===== config.mk =====
export PLATFORM = sky130hd
export DESIGN_NAME = vga_sync_gen
export DESIGN_NICKNAME = d
export VERILOG_FILES = /design/src/rtl/vga_timing_pkg.sv /design/src/rtl/vga_tick_gen.sv /design/src/rtl/vga_sync_gen.sv
export SDC_FILE = /design/constraint.sdc
export NUM_CORES = 1
export LEC_CHECK = 0
export BUFFER_PORTS_ARGS = -buffer_cell sky130_fd_sc_hd__buf_2
export CORE_ASPECT_RATIO = 0.6
export CORE_MARGIN = 3
export CORE_UTILIZATION = 35
export CTS_CLUSTER_SIZE = 8
export DETAILED_ROUTE_END_ITERATION = 10
export PLACE_DENSITY_LB_ADDON = 0.25
export SETUP_SLACK_MARGIN = 0.1
export SYNTH_ARGS = -nofsm -noshare
export SYNTH_HDL_FRONTEND = slang
export SYNTH_SLANG_ARGS = --single-unit

===== constraint.sdc =====
create_clock -name clk -period 4.6 [get_ports clk]
set_input_delay 0.46 -clock clk [delete_from_list [all_inputs] [get_ports clk]]
set_output_delay 0.46 -clock clk [all_outputs]
set_load 0.02 [all_outputs]

===== src/rtl/vga_timing_pkg.sv =====
// VGA 640x480@60 timing defaults and derived line/frame boundaries.
// Shared by the sync generator; all coordinates are unsigned COORD_W-bit.
package vga_timing_pkg;
  localparam int COORD_W = 10;

  localparam int TICK_DIV_DEF    = 4;
  localparam int H_DISPLAY_DEF   = 640;
  localparam int H_FRONT_DEF     = 16;
  localparam int H_SYNC_DEF      = 96;
  localparam int H_BACK_DEF      = 48;
  localparam int V_DISPLAY_DEF   = 480;
  localparam int V_FRONT_DEF     = 10;
  localparam int V_SYNC_DEF      = 2;
  localparam int V_BACK_DEF      = 33;
  localparam int SYNC_ACTIVE_DEF = 0;

  localparam int H_TOTAL      = H_DISPLAY_DEF + H_FRONT_DEF + H_SYNC_DEF + H_BACK_DEF;
  localparam int V_TOTAL      = V_DISPLAY_DEF + V_FRONT_DEF + V_SYNC_DEF + V_BACK_DEF;
  localparam int H_SYNC_START = H_DISPLAY_DEF + H_FRONT_DEF;
  localparam int H_SYNC_END   = H_SYNC_START + H_SYNC_DEF - 1;
  localparam int V_SYNC_START = V_DISPLAY_DEF + V_FRONT_DEF;
  localparam int V_SYNC_END   = V_SYNC_START + V_SYNC_DEF - 1;

  typedef logic [COORD_W-1:0] coord_t;
  typedef logic [11:0]        rgb_t;
endpackage


===== src/rtl/vga_tick_gen.sv =====
// Pixel-rate divider: o_tick is high on the last system clock of each pixel period.
// Combinational from the count, so it is low in reset and first rises TICK_DIV-1 clks after release.
module vga_tick_gen #(
  parameter int TICK_DIV = 4
) (
  input  logic i_clk,
  input  logic i_rst,
  output logic o_tick
);
  localparam int CNT_W = (TICK_DIV > 2) ? $clog2(TICK_DIV) : 1;
  localparam logic [CNT_W-1:0] CNT_LAST = CNT_W'(TICK_DIV - 1);

  logic [CNT_W-1:0] r_cnt;

  always_ff @(posedge i_clk or posedge i_rst) begin
    if (i_rst) begin
      r_cnt <= '0;
    end else if (r_cnt == CNT_LAST) begin
      r_cnt <= '0;
    end else begin
      r_cnt <= r_cnt + 1'b1;
    end
  end

  assign o_tick = (r_cnt == CNT_LAST);
endmodule


===== src/rtl/vga_sync_gen.sv =====
// VGA timing generator: pixel counters, sync decode and a one-pixel registered colour/sync stage.
// pixel_x/pixel_y and video_on are current; rgb/hsync/vsync lag them by one pixel period.
module vga_sync_gen
  import vga_timing_pkg::*;
#(
  parameter int TICK_DIV    = TICK_DIV_DEF,
  parameter int H_DISPLAY   = H_DISPLAY_DEF,
  parameter int H_FRONT     = H_FRONT_DEF,
  parameter int H_SYNC      = H_SYNC_DEF,
  parameter int H_BACK      = H_BACK_DEF,
  parameter int V_DISPLAY   = V_DISPLAY_DEF,
  parameter int V_FRONT     = V_FRONT_DEF,
  parameter int V_SYNC      = V_SYNC_DEF,
  parameter int V_BACK      = V_BACK_DEF,
  parameter int SYNC_ACTIVE = SYNC_ACTIVE_DEF
) (
  input  logic               clk,
  input  logic               reset,
  input  logic [11:0]        rgb_in,
  output logic [COORD_W-1:0] pixel_x,
  output logic [COORD_W-1:0] pixel_y,
  output logic               video_on,
  output logic               pixel_tick,
  output logic               frame_start,
  output logic               hsync,
  output logic               vsync,
  output logic [11:0]        rgb
);
  localparam int HT = H_DISPLAY + H_FRONT + H_SYNC + H_BACK;
  localparam int VT = V_DISPLAY + V_FRONT + V_SYNC + V_BACK;

  localparam logic [COORD_W-1:0] X_LAST = COORD_W'(HT - 1);
  localparam logic [COORD_W-1:0] Y_LAST = COORD_W'(VT - 1);
  localparam logic [COORD_W-1:0] X_VIS  = COORD_W'(H_DISPLAY);
  localparam logic [COORD_W-1:0] Y_VIS  = COORD_W'(V_DISPLAY);
  localparam logic [COORD_W-1:0] HS_BEG = COORD_W'(H_DISPLAY + H_FRONT);
  localparam logic [COORD_W-1:0] HS_END = COORD_W'(H_DISPLAY + H_FRONT + H_SYNC - 1);
  localparam logic [COORD_W-1:0] VS_BEG = COORD_W'(V_DISPLAY + V_FRONT);
  localparam logic [COORD_W-1:0] VS_END = COORD_W'(V_DISPLAY + V_FRONT + V_SYNC - 1);
  localparam logic               S_ACT  = (SYNC_ACTIVE != 0);

  logic               w_tick;
  logic               w_hs;
  logic               w_vs;
  logic [COORD_W-1:0] r_x;
  logic [COORD_W-1:0] r_y;
  logic               r_fs;
  logic               r_hs;
  logic               r_vs;
  logic [11:0]        r_rgb;

  vga_tick_gen #(
    .TICK_DIV (TICK_DIV)
  ) u_tick (
    .i_clk  (clk),
    .i_rst  (reset),
    .o_tick (w_tick)
  );

  assign w_hs = ((r_x >= HS_BEG) && (r_x <= HS_END)) ? S_ACT : ~S_ACT;
  assign w_vs = ((r_y >= VS_BEG) && (r_y <= VS_END)) ? S_ACT : ~S_ACT;

  // Output stage samples on the same tick that advances the counters, hence the one-pixel lag.
  always_ff @(posedge clk or posedge reset) begin
    if (reset) begin
      r_x   <= '0;
      r_y   <= '0;
      r_fs  <= 1'b0;
      r_hs  <= ~S_ACT;
      r_vs  <= ~S_ACT;
      r_rgb <= 12'h000;
    end else begin
      r_fs <= 1'b0;
      if (w_tick) begin
        r_rgb <= video_on ? rgb_in : 12'h000;
        r_hs  <= w_hs;
        r_vs  <= w_vs;
        if (r_x == X_LAST) begin
          r_x <= '0;
          if (r_y == Y_LAST) begin
            r_y  <= '0;
            r_fs <= 1'b1;
          end else begin
            r_y <= r_y + 1'b1;
          end
        end else begin
          r_x <= r_x + 1'b1;
        end
      end
    end
  end

  assign pixel_x     = r_x;
  assign pixel_y     = r_y;
  assign video_on    = (r_x < X_VIS) && (r_y < Y_VIS);
  assign pixel_tick  = w_tick;
  assign frame_start = r_fs;
  assign hsync       = r_hs;
  assign vsync       = r_vs;
  assign rgb         = r_rgb;
endmodule


* Word level (Yosys, flattened, before mapping) *
Cells that the tools add are included.

word-level totals
  output and inout bits = 37
  input port bits = 14
  latch bits = 0
  memory bits (writable) = 0
  memories = 0
  ROM bits = 0
  register bits = 37
  logic and storage cells = 32

operators by class
  add/sub/neg operators = 3
  bitwise operators = 0
  muxes and demuxes = 9
  equal/unequal tests = 3
  reduce and logical (&&, ||, !) cells = 4
  div/mod/pow operators = 0
  magnitude comparators = 6
  shift-type cells = 0
  multiply operators = 0

operators by type and width
  cell                   number
  $add 10x1->10 const B  2
  $eq 10x10->1 const B   2
  $mux 10                2
  $mux 12                1
  $ge 10x10->1 const B   1
  $ge 10x9->1 const B    1
  $le 10x10->1 const B   1
  $le 10x9->1 const B    1
  $lt 10x10->1 const B   1
  $lt 10x9->1 const B    1
  $mux 1                 5
  $logic_and 1x1->1      3
  $add 2x1->2 const B    1
  $eq 2x2->1 const B     1
  $mux 2                 1
  $reduce_and 2->1       1

* Depth between registers and ports, before layout *
Gate-level depths: netlist (run 1).

  depth in word-level cells = 4
  mapped depth = 6
  gate-level depth less buffers = 6

* Modules after synthesis *
Synthesis (run 1) repeated with hierarchy kept, for this count alone.

second synthesis, totals
  cell total of the unflattened synthesis = 179
  area total of the unflattened synthesis = 1795.5 µm²

modules (own cells, without submodules)
  module        cells each  area each (µm²)  times used  sequential area each (µm²)
  vga_sync_gen  174         1725.4           1           878.3
  vga_tick_gen  5           70.1             1           50.0

* Worst setup path after synthesis (run 1) *
No wires, ideal clock.

  kind = register to register
  start = reg u_tick.r_cnt[0]
  end = reg r_y[9] (netlist: pixel_y[9])
  arrival = 1.988 ns
  buffers on the path = 1
  period minus slack after synthesis = 2.066 ns
  setup slack = 2.534 ns
  library setup time = 0.077 ns
  cell stages (with the launch flop) = 7
  required time = 4.523 ns
  cell sequence = dfrtp_1 ha_1 buf_2 nand4_4 or3_4 or4_1 a21oi_1

on the way
  word-level cells in the longest chain between the ends = 2

RTL lines
  element                     line                RTL
  start, declared             vga_tick_gen.sv:13  logic [CNT_W-1:0] r_cnt;
  start signal, assigned      vga_tick_gen.sv:21  r_cnt <= r_cnt + 1'b1;
  $eq 2x2->1                  vga_tick_gen.sv:25  assign o_tick = (r_cnt == CNT_LAST);
  via pixel_tick              vga_sync_gen.sv:23  output logic pixel_tick,
  $reduce_and 2->1 (no line)  n/a
  end signal, assigned        vga_sync_gen.sv:84  r_y <= r_y + 1'b1;
  end, declared               vga_sync_gen.sv:46  logic [COORD_W-1:0] r_y;

The timed path passes the listed nets, and every way through them passes these cells.
A chain may end at the register's enable or synchronous reset.

* Worst setup path after layout (run 1) *
  start = reg r_y[6] (netlist: pixel_y[6])
  end = out video_on

on the way
  word-level cells in the longest chain between the ends = 2

RTL lines
  element            line                RTL
  $lt 10x9->1        vga_sync_gen.sv:95  assign video_on = (r_x < X_VIS) && (r_y < Y_VIS);
  $logic_and 1x1->1  vga_sync_gen.sv:95
  end, declared      vga_sync_gen.sv:22  output logic video_on,

No other way between the ends.

==> impl_metrics.ini, run 1 <==
[sta]
slew_headroom_pct = 48.6
worst_pin_slew_ps = 765
min_period_ps = 2230
rsz0062_at_grt = no
hold_viol_final = 0
setup_tns_ps = 0
fin_crit_sh_pct = 48.4
max_freq_mhz = 449
drv_slew = 0
finClkSkew_ps = 8.75
finalSetupViolations = 0

[detailed_routing]
totalWireLength_mm = 3.82
via_per_inst = 4.82
dr_total_vias = 1417
drt_first_pass_iters = 5
wl_per_cell_um = 13.0
route.detailed.drc = 0
drt_first_iter_violations = 56
ant_nets = 0

[cells_and_area]
layout_common_cells = buf_2, dfrtp_1, inv_1
antenna_cells = 0
synthToLayoutAreaGrowth_pct = 24.6
drive_gt1_share_pct = 27.7
multi_input_area_um2 = 709
seq_area_um2 = 928
final_common_cell = buf_2
nets = 250
fill_cells = 468

[yosys]
synth_cell_types = 34
syn-num-nets = 197
synthCells = 177
synth_seq_cells = 37
async_flop_share_pct = 100
ys_seq_area_share_pct = 53.1
yosys_warnings = 0
synthesis.area_um2 = 1750
synth.avg_cell_area_um2 = 9.88
synth_edf_count = 0
synth_flop_cell = dfrtp_1

[worst_setup_path]
path_max_fanout = 13
startpoint_type = flip-flop
crit_slowest_cell = dfrtp_1
worst_ep_arrival_time_ps = 1770
cp-startpoint = pixel_y[6]
cp_cell_sequence = and3_1 > nand2_1 > nand3b_1 > inv_1 > buf_2
slowest_delay_ps = 430
reg2reg_slack_ps = 2580
cp.required_ps = 4140
endpoint_kind = output port
criticalPathCategory = reg2out
r2r_start = pixel_x[0]

[power]
clkPwrFrac_pct = 44.1
ir_drop_uv = 148
p_leak_nw = 1.03
seq_power_share_pct = 51.3
p_comb_share_pct = 4.6
intPower_uw = 518
power_uw = 649
p_sw_share_pct = 20.2
switchingPower_uw = 131
power.density_nw_per_um2 = 298

[cts]
post_cts_resize_count = 0
holdBufCountCts = 0
cts_buffers = 5
cts.htree.levels = 2
cts.path.max_buffers = 2
cts_sinks = 37
clk_pin_slew_ps = 70
clk_latency_ps = 280
root_buffer = clkbuf_8
cts_tree = built
postCtsSetupRepairBufs = 0

[global_routing]
grt_pass1_vias = 1309
antenna_found_initial = 0
track_usage_pct = 13.8
grt_max_degree = 38
grt_overflow = 0
grt_pass1_wl_mm = 6.47

[floorplan]
core_area_um2 = 4680
io_pins = 51
num_rows = 19
die_h_um = 60.7
start_util_pct = 37.3
dieArea_um2 = 5910
die_w_um = 97.2

[run]
cap_violations = 0

[hold_path]
min_path_type = in2async

[placed_design]
port-buffer-count = 50
place.gp.congestion = 0.869
dp_hpwl_mm = 2.75

[status]
status = completed
-- state kept, by name, summed over array words and instances (netlist names) --
register / count
vsync: 1
u_tick.r_cnt: 2
rgb: 12
frame_start: 1
pixel_x: 10
pixel_y: 10
hsync: 1
-- worst max-delay path: cells and delay by family (launching register included) --
kind | cells | cell delay [ps]
and+or+nand+nor | 3 | 740
DFF | 1 | 430
buffers and inverters | 2 | 310
-- Yosys cell counts, types with 2 or more instances --
library cell   n  area (um^2)
a21oi_1        4         20.0
and3_1         2         12.5
clkbuf_1       3         11.3
dfrtp_1       35          876
dfstp_2        2         52.6
ha_1           6         75.1
inv_1         21         78.8
nand2_1       18         67.6
nand3_1       11         55.1
nand3b_1       2         15.0
nand4_1        3         18.8
nor2_1        12         45.0
nor3_1         4         20.0
nor4_1         3         18.8
nor4b_1        2         17.5
o21ai_0        8         40.0
o22ai_1       14         87.6
xnor2_1        9         78.8
xor2_1         3         26.3
-- final timing paths --
check / endpoint / cells past startpoint
setup / recovery: video_on / 5
hold / removal: pixel_x[9] / 3
setup reg to reg: pixel_x[9] / 5
hold reg to reg: u_tick.r_cnt[0] / 1
max in group asynchronous: vsync / 3
min in group clk: rgb[7] / 3
-- per-layer routing --
layer / GRT usage (%) / share of wire [%] / wire length (um)
met1: 20.1 / 52 / 1980
met4: 2.96 / 0.37 / 14
met5: 0 / 0 / 0
met2: 20.3 / 43 / 1630
met3: 4.48 / 5.0 / 190
-- power by group through the flow --
stage          sequential (mW)  combinational, mW  clock [mW]
2_1_floorplan            0.346            0.00955           0
5_1_grt                  0.334             0.0339       0.311
3_5_place_dp             0.339             0.0307           0
6_report                 0.333             0.0298       0.286
4_1_cts                  0.333             0.0306       0.296
3_3_place_gp             0.340             0.0306           0
-- cell type report --
cell class | count | share of cell area, %
clock buffer | 7 | 3.97
clock inverter | 1 | 1.38
inverter | 21 | 3.62
multi-input combinational | 113 | 32.6
sequential | 37 | 42.6
tap | 63 | 3.62
timing repair buffer | 52 | 12.2
-- per-stage QoR --
stage | cell area [um^2] | setup WS, ps | hold WS, ps | cells | util [%]
floorplan | 1750 | 2530 | 403 | 177 | -
global placement | 2060 | 2640 | 412 | 286 | 44.0
detailed placement | 2060 | 2600 | 437 | 286 | 44.0
CTS | 2180 | 2340 | 280 | 294 | 46.5
global route | 2180 | 2160 | 318 | 294 | 46.5
finish | 2180 | 2370 | 268 | 294 | 46.5
-- logic make-up after synthesis --
family | share of synthesized area, %
AO/OA/AOI/OAI | 10.4
XOR/XNOR | 6.01
adder cells (fa/ha/maj) | 4.29
buffers and inverters | 6.30
flip-flops | 53.1
AND/OR/NAND/NOR | 19.9
No activity file was read; power rests on OpenSTA's default activity.
==> inputs of run 2 (changes only) <==
==> constraint.sdc (replaced) <==
create_clock -name clk -period 2.2 [get_ports clk]
set_input_delay 0.22 -clock clk [delete_from_list [all_inputs] [get_ports clk]]
set_output_delay 0.22 -clock clk [all_outputs]
set_load 0.02 [all_outputs]
==> run 2 against run 1 <==
Routed wire length grew 4.7%; core utilization increased by 0.45 points; final cell count is 1.7% higher; sequential cell count unchanged.
==> impl_metrics.ini, run 2 (synthesized netlist as in run 1, its figures left out) <==
[power]
p_sw_share_pct = 21.5
p_leak_nw = 1.04
intPower_uw = 963
ir_drop_uv = 222
p_comb_share_pct = 5.1
seq_power_share_pct = 56.8
power.density_nw_per_um2 = 558
switchingPower_uw = 264
clkPwrFrac_pct = 38.1
power_mw = 1.23

[placed_design]
dpl-instance-area_um2 = 2110
dp.cells = 292
dp_hpwl_mm = 2.93
port-buffer-count = 50
place.gp.congestion = 0.811

[floorplan]
dieArea_um2 = 5910
die_h_um = 60.7
start_util_pct = 37.3
core_area_um2 = 4680
io_pins = 51
num_rows = 19
die_w_um = 97.2

[cells_and_area]
drive_gt1_share_pct = 29.7
fin_cells = 299
synthToLayoutAreaGrowth_pct = 25.8
nets = 256
largest_reg_flops = 12
final_common_cell = buf_2
antenna_cells = 0
stdcell_area_um2 = 2200
layout_common_cells = buf_2, dfrtp_1, inv_1

[detailed_routing]
totalWireLength_mm = 3.99
wl_per_cell_um = 13.4
drt_first_iter_violations = 120
route.detailed.drc = 0
ant_nets = 0
dr_total_vias = 1443
via_per_inst = 4.83
drt_first_pass_iters = 4

[run]
cap_violations = 0

[cts]
cts.path.max_buffers = 2
postCtsSetupRepairBufs = 0
cts_buffers = 5
cts_tree = built
root_buffer = clkbuf_8
cts.htree.levels = 2
holdBufCountCts = 0
cts_sinks = 37
clk_latency_ps = 290
clk_pin_slew_ps = 70

[hold_path]
min_path_type = in2async

[global_routing]
track_usage_pct = 14.1
grt_overflow = 0
grt_pass1_wl_mm = 6.55
grt_pass1_vias = 1306
grt_max_degree = 38
antenna_found_initial = 0

[status]
status = completed

[sta]
fin_crit_sh_pct = 88.4
rsz0062_at_grt = no
slew_headroom_pct = 69.7
worst_pin_slew_ps = 454
min_period_ps = 1940
finClkSkew_ps = 10.8
setup_tns_ps = 0
hold_viol_final = 0
drv_slew = 0
finalSetupViolations = 0
max_freq_mhz = 514

[worst_setup_path]
endpoint_kind = flip-flop
path_max_fanout = 7
worst_ep_arrival_time_ps = 2160
criticalPathCategory = reg2reg
cp.required_ps = 2420
cp-startpoint = pixel_x[0]
r2r_start = pixel_x[0]
startpoint_type = flip-flop
-- run 2: timing repair --
item,4_1_cts,5_1_grt
setup endpoints to repair,0,2
hold endpoints to repair,0,0
resized for setup,0,2
-- run 2: power by group through the flow --
stage / clock, mW / combinational, mW / sequential, mW
6_report: 0.467 / 0.0623 / 0.697
5_1_grt: 0.512 / 0.0709 / 0.699
3_5_place_dp: 0 / 0.0650 / 0.710
3_3_place_gp: 0 / 0.0637 / 0.710
4_1_cts: 0.480 / 0.0644 / 0.697
2_1_floorplan: 0 / 0.0200 / 0.724
-- run 2: path summary, 6_finish.rpt --
path | endpoint | slack [ps] | cells past startpoint
min in group clk | rgb[8] | 180 | 3
max in group asynchronous | vsync | 1830 | 3
hold reg to reg | u_tick.r_cnt[0] | 420 | 1
setup reg to reg | pixel_y[9] | 260 | 5
hold / removal | pixel_x[5] | 30 | 3
setup / recovery | pixel_y[9] | 260 | 5
-- run 2: critical path: stages (launching register included) --
cell	delay (ps)
dfrtp_1	400
ha_2	250
nand4_4	160
or3_4	450
or4_1	470
a21oi_1	150
-- run 2: through the flow --
step / hold WS [ps] / worst slack [ps] / util (%)
2_1_floorplan: 363 / 134 / -
5_1_grt: 91.0 / 130 / 46.9
6_report: 28.0 / 255 / 46.9
3_3_place_gp: 350 / 293 / 45.0
3_5_place_dp: 356 / 237 / 45.0
4_1_cts: 41.6 / 220 / 46.8
-- run 2: final cells by class --
| cell class | count | area (um^2) |
|---|---|---|
| Fill cell | 452 | 2480 |
| Inverter | 21 | 78.8 |
| Multi-Input combinational cell | 113 | 712 |
| Clock buffer | 7 | 86.3 |
| Tap cell | 63 | 78.8 |
| Timing Repair Buffer | 58 | 314 |
| Sequential cell | 37 | 928 |
-- run 2: per-layer routing --
metal / GRT usage [%] / wire length (um) / part of all wire (%) / up-vias
met5: 0 / 0 / 0 / -
met3: 4.02 / 233 / 5.8 / 6
li1: - / - / - / 722
met2: 20.1 / 1710 / 43 / 34
met1: 20.7 / 2020 / 51 / 681
met4: 4.73 / 36 / 0.90 / 0
